### src/rtl/srff_bank_pkg.sv
// Shared constants and helpers for the set/clear flip-flop bank.
package srff_bank_pkg;

    // Conflict policy when both set and clear are requested together.
    localparam int unsigned MODE_SET_WINS = 0;
    localparam int unsigned MODE_CLR_WINS = 1;
    localparam int unsigned MODE_HOLD     = 2;
    localparam int unsigned MODE_TOGGLE   = 3;

    // Deepest supported output delay pipeline.
    localparam int unsigned DLY_MAX = 4;

    // Counter ceiling; the conflict counter sticks here.
    localparam logic [7:0] CNT_MAX = 8'hFF;

    // Next state of one channel when both requests are active.
    function automatic logic conflict_next(input int unsigned mode, input logic s);
        logic r;
        case (mode)
            MODE_SET_WINS: r = 1'b1;
            MODE_CLR_WINS: r = 1'b0;
            MODE_TOGGLE:   r = ~s;
            default:       r = s;
        endcase
        return r;
    endfunction

endpackage

### src/rtl/srff_cell.sv
// Next-state logic for a single set/clear channel with active-low requests.
module srff_cell
    import srff_bank_pkg::*;
#(
    parameter int unsigned MODE = MODE_SET_WINS
) (
    input  logic s,
    input  logic preset_n,
    input  logic clear_n,
    output logic s_next,
    output logic conflict
);

    // Decode the request pair; both low defers to the conflict policy.
    always_comb begin
        conflict = ~preset_n & ~clear_n;
        case ({preset_n, clear_n})
            2'b11:   s_next = s;
            2'b01:   s_next = 1'b1;
            2'b10:   s_next = 1'b0;
            default: s_next = conflict_next(MODE, s);
        endcase
    end

endmodule

### src/rtl/srff_bank.sv
// Bank of independent set/clear flip-flops with an output delay pipeline,
// sticky rising-edge flags and a saturating conflict counter.
module srff_bank
    import srff_bank_pkg::*;
#(
    parameter int unsigned      WIDE    = 18,
    parameter int unsigned      MODE    = 0,
    parameter int unsigned      DLY     = 1,
    parameter logic [WIDE-1:0]  RST_VAL = '0
) (
    input  logic            clk,
    input  logic            rst,
    input  logic [WIDE-1:0] preset_n,
    input  logic [WIDE-1:0] clear_n,
    input  logic [WIDE-1:0] ack,
    output logic [WIDE-1:0] q,
    output logic [WIDE-1:0] qbar,
    output logic [WIDE-1:0] rise_pend,
    output logic            irq,
    output logic [7:0]      conflict_cnt
);

    if (MODE > MODE_TOGGLE || DLY > DLY_MAX || WIDE == 0 || WIDE > 64) begin : g_param_err
        $error("srff_bank: illegal parameters WIDE=%0d MODE=%0d DLY=%0d", WIDE, MODE, DLY);
    end

    logic [WIDE-1:0] s_q;
    logic [WIDE-1:0] s_d;
    logic [WIDE-1:0] conflict;
    logic [WIDE-1:0] rise;
    logic [WIDE-1:0] rise_pend_q;
    logic [WIDE-1:0] rise_pend_d;
    logic [7:0]      cnt_q;
    logic [7:0]      cnt_d;
    logic            any_conflict;

    for (genvar i = 0; i < WIDE; i++) begin : g_cell
        srff_cell #(
            .MODE(MODE)
        ) u_cell (
            .s       (s_q[i]),
            .preset_n(preset_n[i]),
            .clear_n (clear_n[i]),
            .s_next  (s_d[i]),
            .conflict(conflict[i])
        );
    end

    // Channel state register.
    always_ff @(posedge clk) begin
        if (rst) begin
            s_q <= RST_VAL;
        end else begin
            s_q <= s_d;
        end
    end

    // Output delay pipeline; DLY=0 exposes the state register directly.
    if (DLY == 0) begin : g_nodly
        assign q = s_q;
    end else begin : g_dly
        logic [WIDE-1:0] pipe_q [DLY];

        // Shift the state down the pipeline; reset flushes every stage.
        always_ff @(posedge clk) begin
            if (rst) begin
                for (int k = 0; k < DLY; k++) begin
                    pipe_q[k] <= RST_VAL;
                end
            end else begin
                pipe_q[0] <= s_q;
                for (int k = 1; k < DLY; k++) begin
                    pipe_q[k] <= pipe_q[k-1];
                end
            end
        end

        assign q = pipe_q[DLY-1];
    end

    assign qbar = ~q;

    // Rise detection is taken on the state update itself so it does not depend on DLY;
    // a new rise beats a same-cycle ack.
    always_comb begin
        rise         = s_d & ~s_q;
        rise_pend_d  = (rise_pend_q & ~ack) | rise;
        any_conflict = |conflict;
        cnt_d        = cnt_q;
        if (any_conflict && cnt_q != CNT_MAX) begin
            cnt_d = cnt_q + 8'd1;
        end
    end

    // Pending flags and conflict counter.
    always_ff @(posedge clk) begin
        if (rst) begin
            rise_pend_q <= '0;
            cnt_q       <= '0;
        end else begin
            rise_pend_q <= rise_pend_d;
            cnt_q       <= cnt_d;
        end
    end

    assign rise_pend    = rise_pend_q;
    assign irq          = |rise_pend_q;
    assign conflict_cnt = cnt_q;

endmodule
### config.mk
export PLATFORM = sky130hd
export DESIGN_NAME = srff_bank
export DESIGN_NICKNAME = d
export VERILOG_FILES = /design/src/rtl/srff_bank_pkg.sv /design/src/rtl/srff_cell.sv /design/src/rtl/srff_bank.sv
export SDC_FILE = /design/constraint.sdc
export NUM_CORES = 1
export LEC_CHECK = 0
export CAP_MARGIN = 25
export CORE_MARGIN = 2
export CORE_UTILIZATION = 40
export CTS_BUF_LIST = sky130_fd_sc_hd__clkbuf_4
export DETAILED_ROUTE_END_ITERATION = 6
export GPL_TIMING_DRIVEN = 0
export HOLD_SLACK_MARGIN = 0.03
export PLACE_DENSITY_LB_ADDON = 0.1
export SLEW_MARGIN = 20
export SYNTH_ARGS = -nofsm -noshare
export SYNTH_HDL_FRONTEND = slang
export SYNTH_SLANG_ARGS = --single-unit
### constraint.sdc
create_clock -name clk -period 1.8 [get_ports clk]
set_input_delay 0.36 -clock clk [delete_from_list [all_inputs] [get_ports clk]]
set_output_delay 0.36 -clock clk [all_outputs]
set_load 0.01 [all_outputs]
==> results.py, run 1 <==
metrics = {
    "power_and_ir_drop": {
        "internal_power_mw": 2.47,
        "pwr-share-comb": 0.153,
        "irDropWorstVdd_v": 0.000535,
        "powerDensity_mw_per_mm2": 857,
        "seqPwrFrac": 0.469,
        "power_mw": 3.24,
        "p_leak_nw": 1.53,
        "clockPowerShare": 0.378,
        "swShare": 0.236,
        "p_switching_mw": 0.763,
    },
    "detailed_routing": {
        "wl_um": 6110,
        "wire_per_inst_um": 12.8,
        "ant_nets": 0,
        "num_vias": 2227,
        "drtPass1Iterations": 4,
        "vias_per_cell": 4.66,
        "drc": 0,
        "drtIter0Drc": 69,
    },
    "final_layout": {
        "fillers": 480,
        "fin_area_mm2": 0.00378,
        "area_growth_pct": 67.6,
        "multiInputGateArea_um2": 883,
        "layout-drive-gt1-share": 0.101,
        "diodes": 0,
        "nets": 458,
        "register_area_mm2": 0.00126,
    },
    "sta": {
        "worst_pin_slew_ns": 0.555,
        "skew_ns": 0.00990,
        "period_needed_ns": 2.14,
        "fin_ws_ns": -0.338,
        "finalSetupViolCount": 1,
        "slew_headroom": 0.630,
        "whs_ns": 0.304,
        "period_share": 1.19,
        "slew_violations": 0,
        "hold_viol": 0,
        "fmax_ghz": 0.468,
        "rsz0062_at_grt": "yes",
    },
    "synth": {
        "synth_area_leaders": "dfxtp_1, a21oi_1, nor2_1",
        "synth_common_cells": "dfxtp_1, nor2_1, a21oi_1, inv_1, nand2_1",
        "postSynthAreaPerCell_um2": 8.35,
        "synth.ff_latch_count": 62,
        "synth_edf_count": 0,
        "synth_top_area_frac": 0.551,
        "synth_fp_nets": 327,
        "synth.most_common_cell": "dfxtp_1",
        "yosysTopAreaCell": "dfxtp_1",
        "syn_inst": 270,
        "synth_warnings": 0,
        "yosysSeqAreaShare": 0.551,
        "ys.flop_type": "dfxtp_1",
        "synthArstFlopShare": 0,
        "ys_types": 28,
        "netlist_area_mm2": 0.00225,
    },
    "placement": {
        "port_buffers": 117,
        "dp_hpwl_um": 4560,
        "place_ws_ns": -0.352,
        "place_congestion": 0.819,
        "placedInstanceArea_mm2": 0.00351,
    },
    "clock_tree": {
        "clockRootBuffer": "clkbuf_4",
        "clk_pin_slew_ns": 0.10,
        "htree_levels": 3,
        "cts_tree": "yes",
        "cts_hold_buf": 0,
        "clk_path_buf_depth": 2,
        "cts.sinks": 62,
        "clock_latency_ns": 0.40,
        "cts_buffers": 9,
    },
    "worst_setup_path": {
        "reg2reg_to": "conflict_cnt[5]",
        "cp_max_fo": 2,
        "r2r_cells": 7,
        "cp-start-kind": "register",
        "critical_path_class": "register to primary output",
        "end_kind": "primary output",
        "r2r_start": "conflict_cnt[0]",
        "required_ns": 1.44,
        "critical_path_arrival_ns": 1.78,
        "ff2ff_setup_slack_ns": 0.18,
    },
    "job": {
        "drv_cap": 0,
    },
    "hold_path": {
        "hold_path.class": "primary input to register",
        "hold_path_depth": 2,
        "hp-start": "rst",
        "whs_endpoint": "g_dly.pipe_q[0][1]",
    },
    "grt": {
        "grt_pass1_vias": 1994,
        "grt_pass1_wl_um": 9320,
        "grt_use_total": 0.199,
        "grt-ovfl-total": 0,
        "grt_antenna_before_repair": 0,
        "grt_max_degree": 12,
    },
    "floorplanning": {
        "die_area_mm2": 0.00625,
        "die_x_um": 79.1,
        "initial_utilization": 0.412,
        "core-area_mm2": 0.00547,
        "rows": 27,
        "io_pins": 119,
        "die_h_um": 79.1,
    },
    "outcome": {
        "status": "complete, but fails checks",
        "failed_checks": "setup timing",
    },
}
-- power groups by stage --
stage,combinational (mW),sequential (mW),clock [mW]
after floorplan,0.150,1.55,0
after detailed placement,0.485,1.54,0
after global routing,0.541,1.53,1.33
final,0.497,1.52,1.22
after CTS,0.504,1.51,1.24
after global placement,0.481,1.54,0
-- placed cells by master (no fill, tap or decap), types with 6 or more instances in the layout --
cell             Yosys  final
nor2b_1             18     18
dfxtp_1             62     50
o22ai_1              8      8
a21oi_1             41     41
inv_1               37     37
nand2_1             19     19
clkbuf_4             0     10
o21ai_0              6      6
clkbuf_1             7      7
nor2_1              44     44
dfxtp_2              0     12
clkdlybuf4s50_1      0    113
-- kinds of logic (layout without fill, tap and decap cells) --
logic type	after synthesis	in the layout	synth area share
compound gates	61	61	0.152
simple gates	101	101	0.215
buf+inv	44	180	0.0733
xor+xnor	1	1	0.00389
flops	62	62	0.551
fa+ha+maj	1	1	0.00555
-- critical path, stage by stage (launching register included) --
cell and delay [ns]:
dfxtp_2 0.34, or4_1 0.50, or4_1 0.39, buf_2 0.16
-- what timing repair did --
item / 4_1_cts / 5_1_grt
setup endpoints to repair: 1 / 10
pin swaps: 4 / 1
setup buffers: 3 / 0
gates resized for setup: 15 / 9
-- flip-flops by register name (all words and copies together), names as in the netlist --
signal	flops
s_q	18
rise_pend	18
conflict_cnt	8
g_dly.pipe_q	18
-- per-layer routing --
layer	track usage	wire [um]	up-vias
li1	-	-	1148
met1	0.244	2660	984
met2	0.316	2810	85
met3	0.0614	509	10
met4	0.0983	124	0
met5	0	0	-
-- worst max-delay path by stage --
stage | startpoint | endpoint | slack, ns | depth (start not counted)
final | rise_pend[14] | irq | -0.34 | 3
after detailed placement | rise_pend[14] | irq | -0.35 | 3
after CTS | rise_pend[10] | irq | -0.37 | 4
after global routing | rise_pend[10] | irq | -0.46 | 4
after floorplan | rise_pend[14] | irq | 0.09 | 2
after global placement | rise_pend[14] | irq | -0.35 | 3
-- cell type report --
cell class	count	share of cell area
clock buffers	10	0.0199
multi-input cells	164	0.234
inverters	37	0.0368
repair buffers	120	0.317
clock inverters	6	0.0292
flip-flops and latches	62	0.333
well taps	72	0.0239
plain buffers	7	0.00696
-- metrics by stage --
step                      cells  utilization  TNS, ns
after floorplan             270            -        0
after global placement      459        0.642    -1.64
after detailed placement    459        0.642    -1.91
after CTS                   478        0.687   -0.370
after global routing        478        0.690   -0.462
final                       478        0.690   -0.338
No activity file was read; power rests on OpenSTA's default activity.
==> run 2: changes to the inputs <==
==> constraint.sdc (replaced) <==
create_clock -name clk -period 1.8 [get_ports clk]
set_input_delay 0.36 -clock clk [delete_from_list [all_inputs] [get_ports clk]]
set_output_delay 0.36 -clock clk [all_outputs]
set_load 0.05 [all_outputs]
==> results.py, run 2 (same netlist as run 1, synthesis figures left out) <==
metrics = {
    "grt": {
        "grt_use_total": 0.198,
        "grt_antenna_before_repair": 0,
        "grt_max_degree": 11,
        "grt_pass1_vias": 2019,
        "grt-busiest-layer": "met2",
        "met3_usage": 0.0580,
        "grt_pass1_wl_um": 9470,
        "use_met2": 0.331,
        "gr-usage-met1": 0.238,
        "grt-ovfl-total": 0,
    },
    "clock_tree": {
        "cts_tree": "yes",
        "cts.sinks": 62,
        "clockRootBuffer": "clkbuf_4",
        "htree_levels": 3,
        "clock_latency_ns": 0.39,
        "clk_path_buf_depth": 2,
        "cts_buffers": 9,
        "clk_pin_slew_ns": 0.10,
    },
    "worst_setup_path": {
        "cp-start-kind": "register",
        "reg2reg_to": "conflict_cnt[5]",
        "critical_path_class": "register to primary output",
        "critical_path_arrival_ns": 1.85,
        "crit_start": "rise_pend[14]",
        "ff2ff_setup_slack_ns": 0.19,
        "cp_max_fo": 2,
        "r2r_start": "conflict_cnt[0]",
        "required_ns": 1.44,
        "end_kind": "primary output",
        "r2r_cells": 7,
    },
    "hold_path": {
        "hold_path_depth": 2,
        "hold_path.class": "primary input to register",
        "hp-start": "rst",
        "whs_endpoint": "g_dly.pipe_q[0][1]",
    },
    "final_layout": {
        "nets": 456,
        "register_area_mm2": 0.00125,
        "area_growth_pct": 61.9,
        "final_cell_mix": "dlygate4sd2_1, clkdlybuf4s50_1, dfxtp_1, nor2_1, a21oi_1",
        "layout-drive-gt1-share": 0.0916,
        "fillers": 507,
        "mostFrequentLayoutCell": "dlygate4sd2_1",
        "multiInputGateArea_um2": 873,
        "diodes": 0,
        "final_core_util": 0.667,
    },
    "power_and_ir_drop": {
        "p_leak_nw": 1.61,
        "power_mw": 3.24,
        "irDropWorstVdd_v": 0.000503,
        "p_switching_mw": 0.945,
        "internal_power_mw": 2.29,
        "seqPwrFrac": 0.467,
        "powerDensity_mw_per_mm2": 887,
        "pwr-share-comb": 0.204,
        "clockPowerShare": 0.329,
        "swShare": 0.292,
    },
    "placement": {
        "port_buffers": 117,
        "place_congestion": 0.803,
        "dp_hpwl_um": 4520,
    },
    "floorplanning": {
        "die_h_um": 79.1,
        "die_x_um": 79.1,
        "io_pins": 119,
        "die_area_mm2": 0.00625,
        "core-area_mm2": 0.00547,
        "initial_utilization": 0.412,
        "rows": 27,
    },
    "detailed_routing": {
        "wire_per_inst_um": 12.7,
        "wl_um": 6020,
        "vias_per_cell": 4.69,
        "drtPass1Iterations": 5,
        "drc": 0,
        "drtIter0Drc": 48,
        "num_vias": 2233,
        "ant_nets": 0,
    },
    "sta": {
        "hold_viol": 0,
        "slew_violations": 0,
        "fin_ws_ns": -0.413,
        "fmax_ghz": 0.452,
        "skew_ns": 0.00761,
        "slew_headroom": 0.604,
        "worst_pin_slew_ns": 0.594,
        "period_share": 1.23,
        "period_needed_ns": 2.21,
        "setup_tns_ns": -0.413,
        "finalSetupViolCount": 1,
        "rsz0062_at_grt": "yes",
    },
    "job": {
        "drv_cap": 0,
    },
    "outcome": {
        "status": "complete, but fails checks",
        "failed_checks": "setup timing",
    },
}
[run 2: cell types whose count changed in the layout (fill, tap and decap cells not counted), moves of 3 or more]
cell,previous run,this run
dlymetal6s2s_1,3,0
dlygate4sd2_1,0,60
clkdlybuf4s50_1,113,54
dfxtp_1,50,53
dfxtp_2,12,8
[run 2: worst max path at each step]
stage,endpoint,slack [ns],cells after the start
floorplan,irq,0.001,2
global placement,irq,-0.57,4
detailed placement,irq,-0.56,3
CTS,irq,-0.45,3
global route,irq,-0.49,3
finish,irq,-0.41,3
[run 2: area by class of cell]
cell class | instances | area share
multi-input cells | 164 | 0.239
flip-flops and latches | 62 | 0.344
plain buffers | 7 | 0.00720
repair buffers | 118 | 0.304
clock inverters | 5 | 0.0202
well taps | 72 | 0.0247
clock buffers | 11 | 0.0226
inverters | 37 | 0.0381
[run 2: critical path, stage by stage (launching register included)]
cell,delay [ns]
dfxtp_4,0.35
or4_4,0.52
or4_4,0.43
buf_8,0.17
[run 2: stage by stage]
step / std cells / hold WS [ns] / instance area, um2 / setup slack, ns
final: 476 / 0.296 / 3650 / -0.413
after CTS: 476 / 0.284 / 3650 / -0.450
after detailed placement: 459 / 0.460 / 3530 / -0.561
after global routing: 476 / 0.309 / 3650 / -0.486
after global placement: 459 / 0.453 / 3530 / -0.573
after floorplan: 270 / 0.445 / 2270 / 0.00109
[run 2: power by group through the flow]
stage	Combinational [mW]	Sequential [mW]	Clock (mW)
after floorplan	0.210	1.71	0
after global placement	0.700	1.54	0
after detailed placement	0.704	1.54	0
after CTS	0.666	1.51	1.10
after global routing	0.702	1.52	1.16
final	0.661	1.51	1.06
[run 2: routing by layer]
metal / share of wire / wire length (um) / up-vias
met5: 0 / 0 / -
li1: - / - / 1142
met1: 0.44 / 2630 / 997
met3: 0.072 / 433 / 8
met2: 0.48 / 2860 / 86
met4: 0.016 / 95 / 0
[run 2: timing repair]
action,in CTS,in global routing
buffers inserted,1,0
hold buffers,0,0
pin swaps,0,0
resized for setup,74,2
setup endpoints to repair,63,3
